$ cat src/rtl/bit_stream_packer_if.sv
// Bundle of serial input, word output and status signals for bit_stream_packer.
// Latency: none; this file holds wiring only, no logic.
// Backpressure: out_ready throttles the output side; the serial input cannot be stalled.
// The word_count signal is present only when PACKER_WORD_COUNT_EN is defined.
interface bit_stream_packer_if #(
  parameter int IDX_W  = 2,
  parameter int ADDR_W = 2
);
  localparam int WIDTH = 1 << IDX_W;

  logic              in_valid;
  logic              in_bit;
  logic              out_valid;
  logic              out_ready;
  logic [WIDTH-1:0]  out_data;
  logic              out_parity;
  logic [ADDR_W:0]   fill_level;
  logic [IDX_W-1:0]  bit_index;
  logic              overflow;
`ifdef PACKER_WORD_COUNT_EN
  logic [15:0]       word_count;
`endif

  // Packer side: consumes serial bits and out_ready, produces words and status.
  modport slave (
    input  in_valid, in_bit, out_ready,
    output out_valid, out_data, out_parity, fill_level, bit_index, overflow
`ifdef PACKER_WORD_COUNT_EN
    , output word_count
`endif
  );

  // Environment side: drives serial bits and out_ready, observes words and status.
  modport master (
    output in_valid, in_bit, out_ready,
    input  out_valid, out_data, out_parity, fill_level, bit_index, overflow
`ifdef PACKER_WORD_COUNT_EN
    , input word_count
`endif
  );
endinterface

$ cat src/rtl/bit_stream_packer.sv
// Packs a serial bit stream LSB-first into WIDTH-bit words and queues them in a DEPTH-word FIFO.
// Latency: a word completed at edge N appears on out_valid/out_data right after edge N.
// Backpressure: none upstream; a word that finds the FIFO full (and no pop that cycle) is dropped
// and sets the sticky overflow flag. Optional PACKER_WORD_COUNT_EN adds a count of accepted words.
module bit_stream_packer #(
  parameter int IDX_W  = 2,
  parameter int ADDR_W = 2
) (
  input  logic                 clock,
  input  logic                 reset,
  bit_stream_packer_if.slave   bus
);
  localparam int WIDTH = 1 << IDX_W;
  localparam int DEPTH = 1 << ADDR_W;
  localparam logic [IDX_W-1:0] LAST_IDX = IDX_W'(WIDTH - 1);
  localparam logic [ADDR_W:0]  FULL_LVL = (ADDR_W + 1)'(DEPTH);

  logic [WIDTH-1:0]  asm_q, asm_d;
  logic [IDX_W-1:0]  bit_idx_q, bit_idx_d;
  logic [ADDR_W-1:0] wr_ptr_q, wr_ptr_d;
  logic [ADDR_W-1:0] rd_ptr_q, rd_ptr_d;
  logic [ADDR_W:0]   fill_q, fill_d;
  logic              ovf_q, ovf_d;
  logic [WIDTH-1:0]  mem_q [DEPTH];

  logic              complete;
  logic              pop;
  logic              push;

  // Assembly, push/pop decisions and FIFO bookkeeping.
  always_comb begin
    asm_d     = asm_q;
    bit_idx_d = bit_idx_q;
    wr_ptr_d  = wr_ptr_q;
    rd_ptr_d  = rd_ptr_q;
    fill_d    = fill_q;
    ovf_d     = ovf_q;

    if (bus.in_valid) begin
      // Bits are overwritten in place; no clear between words is needed because
      // every position is rewritten before the next completion.
      asm_d[bit_idx_q] = bus.in_bit;
      bit_idx_d        = bit_idx_q + IDX_W'(1);
    end

    complete = bus.in_valid && (bit_idx_q == LAST_IDX);
    pop      = (fill_q != '0) && bus.out_ready;
    // A full FIFO can still take the word if the head leaves in the same cycle.
    push     = complete && ((fill_q != FULL_LVL) || pop);

    if (complete && !push) ovf_d = 1'b1;
    if (push) wr_ptr_d = wr_ptr_q + ADDR_W'(1);
    if (pop)  rd_ptr_d = rd_ptr_q + ADDR_W'(1);

    if (push && !pop)      fill_d = fill_q + (ADDR_W + 1)'(1);
    else if (pop && !push) fill_d = fill_q - (ADDR_W + 1)'(1);
  end

  // Control state registers with synchronous reset.
  always_ff @(posedge clock) begin
    if (reset) begin
      asm_q     <= '0;
      bit_idx_q <= '0;
      wr_ptr_q  <= '0;
      rd_ptr_q  <= '0;
      fill_q    <= '0;
      ovf_q     <= 1'b0;
    end else begin
      asm_q     <= asm_d;
      bit_idx_q <= bit_idx_d;
      wr_ptr_q  <= wr_ptr_d;
      rd_ptr_q  <= rd_ptr_d;
      fill_q    <= fill_d;
      ovf_q     <= ovf_d;
    end
  end

  // FIFO storage; contents are qualified by fill level so no reset is needed.
  always_ff @(posedge clock) begin
    if (!reset && push) mem_q[wr_ptr_q] <= asm_d;
  end

`ifdef PACKER_WORD_COUNT_EN
  logic [15:0] word_cnt_q, word_cnt_d;

  // Accepted-word counter, wraps at 16 bits; dropped words are not counted.
  always_comb begin
    word_cnt_d = word_cnt_q;
    if (push) word_cnt_d = word_cnt_q + 16'd1;
  end

  // Counter register.
  always_ff @(posedge clock) begin
    if (reset) word_cnt_q <= '0;
    else       word_cnt_q <= word_cnt_d;
  end

  assign bus.word_count = word_cnt_q;
`endif

  // Output view of the FIFO head; data is forced to zero while empty.
  always_comb begin
    bus.out_valid  = (fill_q != '0);
    bus.out_data   = bus.out_valid ? mem_q[rd_ptr_q] : '0;
    bus.out_parity = ^bus.out_data;
    bus.fill_level = fill_q;
    bus.bit_index  = bit_idx_q;
    bus.overflow   = ovf_q;
  end
endmodule

$ cat src/flat_wrapper.sv
// flat-port wrapper written by rule: the top's interface ports become plain ports
module bit_stream_packer_flat 
#(
  parameter int IDX_W  = 2,
  parameter int ADDR_W = 2
)
  (clock, reset, bus_in_valid, bus_in_bit, bus_out_ready, bus_out_valid, bus_out_data, bus_out_parity, bus_fill_level, bus_bit_index, bus_overflow);
  bit_stream_packer_if #(.IDX_W(IDX_W), .ADDR_W(ADDR_W)) bus_i ();
  input  logic clock;
  input  logic reset;
  input wire logic [$bits(bus_i.in_valid)-1:0] bus_in_valid;
  input wire logic [$bits(bus_i.in_bit)-1:0] bus_in_bit;
  input wire logic [$bits(bus_i.out_ready)-1:0] bus_out_ready;
  output wire logic [$bits(bus_i.out_valid)-1:0] bus_out_valid;
  output wire logic [$bits(bus_i.out_data)-1:0] bus_out_data;
  output wire logic [$bits(bus_i.out_parity)-1:0] bus_out_parity;
  output wire logic [$bits(bus_i.fill_level)-1:0] bus_fill_level;
  output wire logic [$bits(bus_i.bit_index)-1:0] bus_bit_index;
  output wire logic [$bits(bus_i.overflow)-1:0] bus_overflow;
  assign bus_i.in_valid = bus_in_valid;
  assign bus_i.in_bit = bus_in_bit;
  assign bus_i.out_ready = bus_out_ready;
  assign bus_out_valid = bus_i.out_valid;
  assign bus_out_data = bus_i.out_data;
  assign bus_out_parity = bus_i.out_parity;
  assign bus_fill_level = bus_i.fill_level;
  assign bus_bit_index = bus_i.bit_index;
  assign bus_overflow = bus_i.overflow;
  bit_stream_packer #(.IDX_W(IDX_W), .ADDR_W(ADDR_W)) u_core (.clock(clock), .reset(reset), .bus(bus_i));
endmodule
$ cat config.mk
export PLATFORM = sky130hd
export DESIGN_NAME = bit_stream_packer_flat
export DESIGN_NICKNAME = d
export VERILOG_FILES = /design/src/rtl/bit_stream_packer_if.sv /design/src/rtl/bit_stream_packer.sv /design/src/flat_wrapper.sv
export SDC_FILE = /design/constraint.sdc
export NUM_CORES = 1
export LEC_CHECK = 0
export CAP_MARGIN = 15
export CELL_PAD_IN_SITES_DETAIL_PLACEMENT = 1
export CELL_PAD_IN_SITES_GLOBAL_PLACEMENT = 1
export CORE_ASPECT_RATIO = 1.75
export CORE_MARGIN = 2
export CORE_UTILIZATION = 40
export CTS_CLUSTER_SIZE = 24
export DETAILED_ROUTE_END_ITERATION = 16
export PLACE_DENSITY = 0.83
export SLEW_MARGIN = 20
export SYNTH_ARGS = -nofsm -noshare
export SYNTH_HDL_FRONTEND = slang
export SYNTH_SLANG_ARGS = --single-unit
export TNS_END_PERCENT = 5
$ cat constraint.sdc
create_clock -name clock -period 2.95 [get_ports clock]
set_clock_uncertainty 0.2 [all_clocks]
set_input_delay 0.4425 -clock clock [delete_from_list [all_inputs] [get_ports clock]]
set_output_delay 0.4425 -clock clock [all_outputs]
set_load 0.05 [all_outputs]
==> Flow_metrics.wiki, run 1 <==
{| class="wikitable"
! Metric !! Value
|-
| Outcome || finished clean
|-
| Count of yosys warnings during synthesis || 0
|-
| Weighted congestion at the end of routability-driven global placement || 0.7887
|-
| Pin count of the biggest net entering global routing || 16
|-
| Worst Path Required || 2310 ps
|-
| CP top delay family || buffers and inverters
|-
| Clock-pin slew of the registers on the worst-case setup and hold paths || 70 ps
|-
| Insertion delay of the later-clocked pin in the worst-skew pair || 280 ps
|-
| Critical Path, Cell by Cell || mux4_2 > and2_1 > clkdlybuf4s50_1
|-
| Post-Synthesis Cells || 108
|-
| Die Footprint || 4031 um^2
|-
| P&R area growth vs syn || 25.58%
|-
| Global router's overall resource usage || 15.66%
|-
| Post-detailed-route DRC marker count || 0
|-
| CP arrival || 2190 ps
|-
| Standard cell core area || 3363 um^2
|-
| First-pass GRT wire length || 4.498 mm
|-
| Antenna Diode Count || 0
|-
| Number of primary I/O pins || 17
|-
| Fin. max-slew vios || 0
|-
| WS Path Type || register to primary output
|-
| Fraction of final layout cells with drive strength greater than 1 || 16.54%
|-
| Shortest clock period the worst path allows after layout || 2833 ps
|-
| Switching component of the power || 689.3 uW
|-
| Slew at the pin with the worst max-slew slack || 515.4 ps
|-
| Fin crit share || 96.03%
|-
| Antenna violations before repair || 0
|-
| Main combinational cell family by area after synthesis || simple AND/OR/NAND/NOR gates
|-
| Type of the tightest min-delay check || register to register
|-
| Synthesized-area fraction occupied by adder cells || 9.414%
|-
| Post-synthesis net count || 123
|-
| Count of maximum capacitance violations || 0
|-
| Setup repair after global routing missed its margin || no
|-
| Number of rows in the core area || 28
|-
| Total global routing overflow || 0
|-
| Mux contribution to synthesized area || 11.28%
|-
| Cell count after placement || 170
|-
| Routed length per instance || 14.60 um
|-
| Worst vdd rail ir drop || 0.0005481 V
|-
| Number of DRC markers after the initial detailed-route iteration || 13
|-
| Non-filler cells in the finished layout || 178
|-
| Final TNS setup || 0 ps
|-
| Clk Tree Root Cell || sky130_fd_sc_hd__clkbuf_8
|-
| Buf/Inv on CP || 1
|-
| Power per Cell Area || 983.7 nW/um^2
|-
| Die Width || 48.86 um
|-
| Leakage power || 0.7000 nW
|-
| Number of levels in the clock H-tree || 2
|-
| Vertical die dimension || 82.51 um
|-
| Startpoint types || register
|-
| Proportion of total power due to net switching || 39.61%
|-
| Worst slack at placement || 205.0 ps
|-
| Worst path max stage delay || 690 ps
|-
| Clk pwr share || 23.7%
|-
| Kind of capture point of the worst setup path || primary output
|-
| Wirelength, routed || 2.599 mm
|-
| Buffer depth of the longest clock path || 2
|-
| Starting Density || 41.89%
|-
| Avg Synthesized Cell Area || 13.04 um^2
|-
| Number of CTS-inserted buffers || 5
|-
| Area share of xor/xnor cells in the synthesized design || 6.128%
|-
| Cell with the biggest individual delay on the critical path || sky130_fd_sc_hd__clkdlybuf4s50_1
|-
| Number of vias per cell || 4.781
|-
| Drt pass-1 iters || 4
|-
| Placed wire-length estimate after detailed placement || 1.992 mm
|-
| Internal power summed over all cells || 1.051 mW
|-
| Final Net Count || 147
|-
| Highest fanout seen on the critical path || 4
|-
| Final count of negative-setup-slack endpoints || 0
|-
| Fill cell total of the finished layout || 358
|-
| Port buffer count || 16
|-
| Register area share after synthesis || 56.84%
|-
| Minimum setup slack in the final design || 117.1 ps
|-
| Hold Fails Final Rpt || 0
|-
| Post-route antenna net violation count || 0
|-
| Post-Synthesis Cell Area || 1409 um^2
|-
| Total number of vias || 851
|-
| Clock tree from TritonCTS || yes
|-
| Number of global-route vias before repair || 946
|-
| Highest achievable clock rate || 353.0 MHz
|-
| Number of distinct library cells after synthesis || 25
|-
| Share of total power in combinational logic || 44.5%
|-
| Max_slew headroom || 65.58%
|-
| Number of clock sinks seen by CTS || 32
|-
| Post-synthesis simple-gate area fraction || 12.34%
|-
| Post-synthesis compound-gate area fraction || 1.865%
|-
| Post-synthesis sequential element count || 32
|-
| Sequential Power Share || 31.8%
|}
## final cells by class
cell class                      instances  area, um^2  area share, %
Sequential cell                        32       800.8          45.26
Multi-Input combinational cell         68       578.1          32.67
Timing Repair Buffer                   20       203.9          11.53
Clock buffer                            5       68.82          3.890
Tap cell                               45       56.30          3.182
Clock inverter                          3       42.54          2.405
Inverter                                5       18.77          1.061
## timing repair
action                                  in CTS  in global routing
setup buffers                                0                  0
gates resized for setup                      1                  2
hold buffers                                 0                  0
endpoints found under the setup margin       1                  2
## registers in the layout (all words and copies together) (netlist names), named ones only
register / count
u_core.asm_q: 4
u_core.bus.fill_level: 3
u_core.rd_ptr_q: 2
u_core.mem_q: 16
u_core.bus.overflow: 1
u_core.bus.bit_index: 2
u_core.wr_ptr_q: 2
## cell usage after synthesis
cell type                  number  area share (%)
sky130_fd_sc_hd__o21ai_0        2            0.71
sky130_fd_sc_hd__nor2b_1        4             1.8
sky130_fd_sc_hd__nand3_1        1            0.35
sky130_fd_sc_hd__clkbuf_1       3            0.80
sky130_fd_sc_hd__a31oi_1        1            0.44
sky130_fd_sc_hd__ha_1           9             8.0
sky130_fd_sc_hd__xnor2_2        1             1.2
sky130_fd_sc_hd__mux2i_1        2             1.4
sky130_fd_sc_hd__or3_1          2            0.89
sky130_fd_sc_hd__nand2_1        6             1.6
sky130_fd_sc_hd__inv_1          5             1.3
sky130_fd_sc_hd__fa_1           1             1.4
sky130_fd_sc_hd__and2_2         1            0.53
sky130_fd_sc_hd__a21oi_1        2            0.71
sky130_fd_sc_hd__xor2_1         5             3.1
sky130_fd_sc_hd__edfxtp_1      16              34
sky130_fd_sc_hd__and2_1         8             3.6
sky130_fd_sc_hd__xnor2_1        3             1.9
sky130_fd_sc_hd__nor3_1         1            0.35
sky130_fd_sc_hd__mux2_2         4             3.2
sky130_fd_sc_hd__dfxtp_1       16              23
sky130_fd_sc_hd__nor2_1        10             2.7
sky130_fd_sc_hd__mux4_1         1             1.9
sky130_fd_sc_hd__nor4b_1        1            0.62
sky130_fd_sc_hd__mux4_2         3             4.8
## power by group through the flow
stage | sequential (mW) | combinational (mW) | clock, mW
after global routing | 0.563 | 0.826 | 0.440
after detailed placement | 0.566 | 0.791 | 0
after CTS | 0.556 | 0.786 | 0.423
final | 0.554 | 0.774 | 0.412
after floorplan | 0.629 | 0.469 | 0
after global placement | 0.562 | 0.772 | 0
## stage by stage
stage / area, um^2 / total power, mW / hold WS (ps) / utilization (%)
finish: 1769 / 1.740 / 290.7 / 52.60
detailed placement: 1654 / 1.356 / 282.0 / 49.18
global route: 1769 / 1.829 / 356.2 / 52.60
floorplan: 1409 / 1.097 / 284.7 / -
CTS: 1764 / 1.764 / 304.1 / 52.46
global placement: 1654 / 1.334 / 257.7 / 49.18
## worst paths after layout
path                            start                        to  slack (ps)  cells past startpoint
max reg2reg  u_core.bus.fill_level[0]  u_core.bus.fill_level[2]         440                      8
min reg2reg       u_core.bus.overflow       u_core.bus.overflow         290                      2
min               u_core.bus.overflow       u_core.bus.overflow         290                      2
max                          register           bus_out_data[1]         120                      3
## worst min-delay path, stage by stage, from the launching register on
cell and delay (ps):
sky130_fd_sc_hd__dfxtp_1 330, sky130_fd_sc_hd__a31oi_1 40, sky130_fd_sc_hd__nor2_1 80
## per-layer routing
metal / track usage (%) / wire length, um
met5: 0 / 0
met4: 9.429 / 58
met3: 3.777 / 79
met2: 32.19 / 1553
met1: 13.15 / 908
## logic make-up (layout without fill, tap and decap cells)
logic type               Yosys count  after routing
XOR/XNOR                           9              9
AO/OA/AOI/OAI                      5              5
adder cells (fa/ha/maj)           10             10
buffers and inverters              8             33
AND/OR/NAND/NOR                   34             34
multiplexers                      10             10
flip-flops                        32             32
## layout by cell type (no fill, tap or decap), types with 3 or more instances in the layout
cell | synthesis | routed
sky130_fd_sc_hd__dfxtp_1 | 16 | 16
sky130_fd_sc_hd__edfxtp_1 | 16 | 16
sky130_fd_sc_hd__clkdlybuf4s50_1 | 0 | 12
sky130_fd_sc_hd__nor2_1 | 10 | 10
sky130_fd_sc_hd__ha_1 | 9 | 9
sky130_fd_sc_hd__and2_1 | 8 | 8
sky130_fd_sc_hd__nand2_1 | 6 | 6
sky130_fd_sc_hd__inv_1 | 5 | 5
sky130_fd_sc_hd__xor2_1 | 5 | 5
sky130_fd_sc_hd__clkbuf_8 | 0 | 5
sky130_fd_sc_hd__mux2_2 | 4 | 4
sky130_fd_sc_hd__nor2b_1 | 4 | 4
sky130_fd_sc_hd__buf_4 | 0 | 4
sky130_fd_sc_hd__mux4_2 | 3 | 3
sky130_fd_sc_hd__xnor2_1 | 3 | 3
(Power assumes the default switching activity.)
==> run 2: changes to the inputs <==
--- a/config.mk
+++ b/config.mk
@@ -10,10 +10,10 @@
 export CELL_PAD_IN_SITES_GLOBAL_PLACEMENT = 1
 export CORE_ASPECT_RATIO = 1.75
 export CORE_MARGIN = 2
-export CORE_UTILIZATION = 40
+export CORE_UTILIZATION = 44
 export CTS_CLUSTER_SIZE = 24
 export DETAILED_ROUTE_END_ITERATION = 16
-export PLACE_DENSITY = 0.83
+export PLACE_DENSITY = 0.89
 export SLEW_MARGIN = 20
 export SYNTH_ARGS = -nofsm -noshare
 export SYNTH_HDL_FRONTEND = slang
==> Flow_metrics.wiki, run 2 (synthesis gave the netlist of run 1 again) <==
{| class="wikitable"
! Metric !! Value
|-
| Switching component of the power || 690.3 uW
|-
| Routed length per instance || 14.71 um
|-
| Count of maximum capacitance violations || 0
|-
| Hold Fails Final Rpt || 0
|-
| Fin crit share || 96.83%
|-
| Worst Path Required || 2310 ps
|-
| Antenna Diode Count || 0
|-
| R2R Path End || u_core.bus.fill_level[2]
|-
| Clk pwr share || 23.6%
|-
| Post-detailed-route DRC marker count || 0
|-
| Weighted congestion at the end of routability-driven global placement || 0.7125
|-
| Die Width || 46.78 um
|-
| Post-route antenna net violation count || 0
|-
| Worst R2R Setup Slack || 400 ps
|-
| First-pass GRT wire length || 4.498 mm
|-
| Number of setup buffers added after CTS || 0
|-
| Drt pass-1 iters || 4
|-
| Highest fanout seen on the critical path || 4
|-
| Antenna violations before repair || 0
|-
| Fill cell total of the finished layout || 328
|-
| Number of levels in the clock H-tree || 2
|-
| Pin count of the biggest net entering global routing || 16
|-
| Slew at the pin with the worst max-slew slack || 512.3 ps
|-
| Highest achievable clock rate || 350.1 MHz
|-
| Area of placed instances || 1652 um^2
|-
| Placed wire-length estimate after detailed placement || 2.066 mm
|-
| Max reg flops || 16
|-
| Sequential Power Share || 31.9%
|-
| Clock tree from TritonCTS || yes
|-
| Fin. max-slew vios || 0
|-
| Register name with the most flops || u_core.mem_q
|-
| Vertical die dimension || 78.86 um
|-
| Buf/Inv on CP || 1
|-
| Fraction of final layout cells with drive strength greater than 1 || 16.54%
|-
| Startpoint types || register
|-
| Die Footprint || 3688 um^2
|-
| Total number of vias || 872
|-
| Final count of negative-setup-slack endpoints || 0
|-
| Buffer depth of the longest clock path || 2
|-
| WS Path Type || register to primary output
|-
| Total global routing overflow || 0
|-
| CP arrival || 2210 ps
|-
| Clk Tree Root Cell || sky130_fd_sc_hd__clkbuf_8
|-
| Power per Cell Area || 989.1 nW/um^2
|-
| Number of global-route vias before repair || 971
|-
| Area of combinational cells with multiple inputs || 578.1 um^2
|-
| Final Net Count || 147
|-
| Area taken by flip-flops and latches || 800.8 um^2
|-
| Number of rows in the core area || 27
|-
| Worst path max stage delay || 700 ps
|-
| Start point of the worst hold path || u_core.bus.overflow
|-
| Number of clock sinks seen by CTS || 32
|-
| Wirelength, routed || 2.589 mm
|-
| Port buffer count || 16
|-
| Instance count along the most critical hold path || 2
|-
| Max_slew headroom || 65.74%
|-
| Worst reg2reg path startpoint || u_core.bus.fill_level[0]
|-
| Cell with the biggest individual delay on the critical path || sky130_fd_sc_hd__clkdlybuf4s50_1
|-
| Starting Density || 45.33%
|-
| Final TNS setup || 0 ps
|-
| Number of primary I/O pins || 17
|-
| P&R area growth vs syn || 25.04%
|-
| Insertion delay of the later-clocked pin in the worst-skew pair || 280 ps
|-
| Critical Path, Cell by Cell || mux4_2 > and2_1 > clkdlybuf4s50_1
|-
| Internal power summed over all cells || 1.052 mW
|-
| Number of vias per cell || 4.955
|-
| Worst vdd rail ir drop || 0.0005406 V
|-
| Number of DRC markers after the initial detailed-route iteration || 10
|-
| Worst Reg2Reg Path Length in Cells || 8
|-
| Kind of capture point of the worst setup path || primary output
|-
| Setup repair after global routing missed its margin || no
|-
| Leakage power || 0.6693 nW
|-
| Post-route cell area || 1762 um^2
|-
| Shortest clock period the worst path allows after layout || 2857 ps
|-
| Share of total power in combinational logic || 44.5%
|-
| CP top delay family || buffers and inverters
|-
| Number of CTS-inserted buffers || 5
|-
| Global router's overall resource usage || 17.73%
|-
| Standard cell core area || 3108 um^2
|-
| Type of the tightest min-delay check || register to register
|-
| Proportion of total power due to net switching || 39.62%
|-
| Endpoint with the worst hold slack || u_core.bus.overflow
|-
| Clock-pin slew of the registers on the worst-case setup and hold paths || 70 ps
|-
| Outcome || finished clean
|-
| Most frequent cells in the layout || sky130_fd_sc_hd__dfxtp_1, sky130_fd_sc_hd__edfxtp_1, sky130_fd_sc_hd__clkdlybuf4s50_1, sky130_fd_sc_hd__nor2_1, sky130_fd_sc_hd__ha_1
|}
==> run 2: worst reg2reg max path, delay by kind of cell (launching register included) <==
| family | cells | cell delay, ps |
|---|---|---|
| xor+xnor | 1 | 160 |
| simple gates | 3 | 970 |
| compound gates | 1 | 160 |
| flops | 1 | 370 |
| buf+inv | 1 | 60 |
| fa+ha+maj | 2 | 560 |
==> run 2: worst max path at each step <==
| stage | cells after the start | startpoint | slack, ps | to |
|---|---|---|---|---|
| after global routing | 3 | register | 0.003 | bus_out_data[0] |
| after CTS | 3 | register | 40 | bus_out_data[0] |
| final | 3 | register | 90 | bus_out_data[0] |
| after floorplan | 9 | u_core.bus.fill_level[0] | 20 | u_core.bus.fill_level[2] |
| after global placement | 9 | bus_out_ready | 310 | u_core.bus.fill_level[2] |
| after detailed placement | 9 | bus_out_ready | 210 | u_core.bus.fill_level[2] |
==> run 2: cell type report <==
type / instances / area share [%]
well taps: 43 / 3.054
inverters: 5 / 1.065
flip-flops and latches: 32 / 45.45
multi-input cells: 68 / 32.81
repair buffers: 20 / 11.29
clock buffers: 5 / 3.906
clock inverters: 3 / 2.415
==> run 2: stage by stage <==
stage | hold WS (ps) | std cells | total power, mW | setup WS (ps) | util (%)
6_report | 279.8 | 176 | 1.742 | 93.47 | 56.68
5_1_grt | 328.2 | 176 | 1.833 | 0.002887 | 56.68
4_1_cts | 289.9 | 176 | 1.771 | 44.70 | 56.68
3_5_place_dp | 267.9 | 168 | 1.363 | 211.2 | 53.14
3_3_place_gp | 258.5 | 168 | 1.330 | 312.2 | 53.14
2_1_floorplan | 284.7 | 108 | 1.097 | 24.93 | -
==> run 2: routing by layer <==
layer / vias to the layer above / wire (um) / share of wire, % / track usage (%)
met5: - / 0 / 0 / 0
li1: 418 / - / - / -
met1: 432 / 883 / 34 / 17.73
met4: 0 / 59 / 2.3 / 8.333
met2: 17 / 1566 / 60 / 31.78
met3: 5 / 79 / 3.1 / 4.318
==> run 2: timing repair <==
action / in CTS / in global routing
setup endpoints to repair: 1 / 0
gates resized for setup: 1 / 0
hold buffers: 0 / 0
==> run 2: power by group through the flow <==
stage	clock network (mW)	registers [mW]	logic [mW]
3_3_place_gp	0	0.560	0.769
4_1_cts	0.424	0.558	0.789
3_5_place_dp	0	0.567	0.796
2_1_floorplan	0	0.629	0.469
5_1_grt	0.435	0.563	0.835
6_report	0.412	0.555	0.775
==> run 3: changes to the inputs <==
--- a/config.mk
+++ b/config.mk
@@ -5,13 +5,13 @@
 export SDC_FILE = /design/constraint.sdc
 export NUM_CORES = 1
 export LEC_CHECK = 0
-export CAP_MARGIN = 15
+export CAP_MARGIN = 40
 export CELL_PAD_IN_SITES_DETAIL_PLACEMENT = 1
 export CELL_PAD_IN_SITES_GLOBAL_PLACEMENT = 1
 export CORE_ASPECT_RATIO = 1.75
 export CORE_MARGIN = 2
 export CORE_UTILIZATION = 44
-export CTS_CLUSTER_SIZE = 24
+export CTS_CLUSTER_SIZE = 28
 export DETAILED_ROUTE_END_ITERATION = 16
 export PLACE_DENSITY = 0.89
 export SLEW_MARGIN = 20
==> results of run 3 <==
Final layout, timing and power as in run 2 (identical DEF).
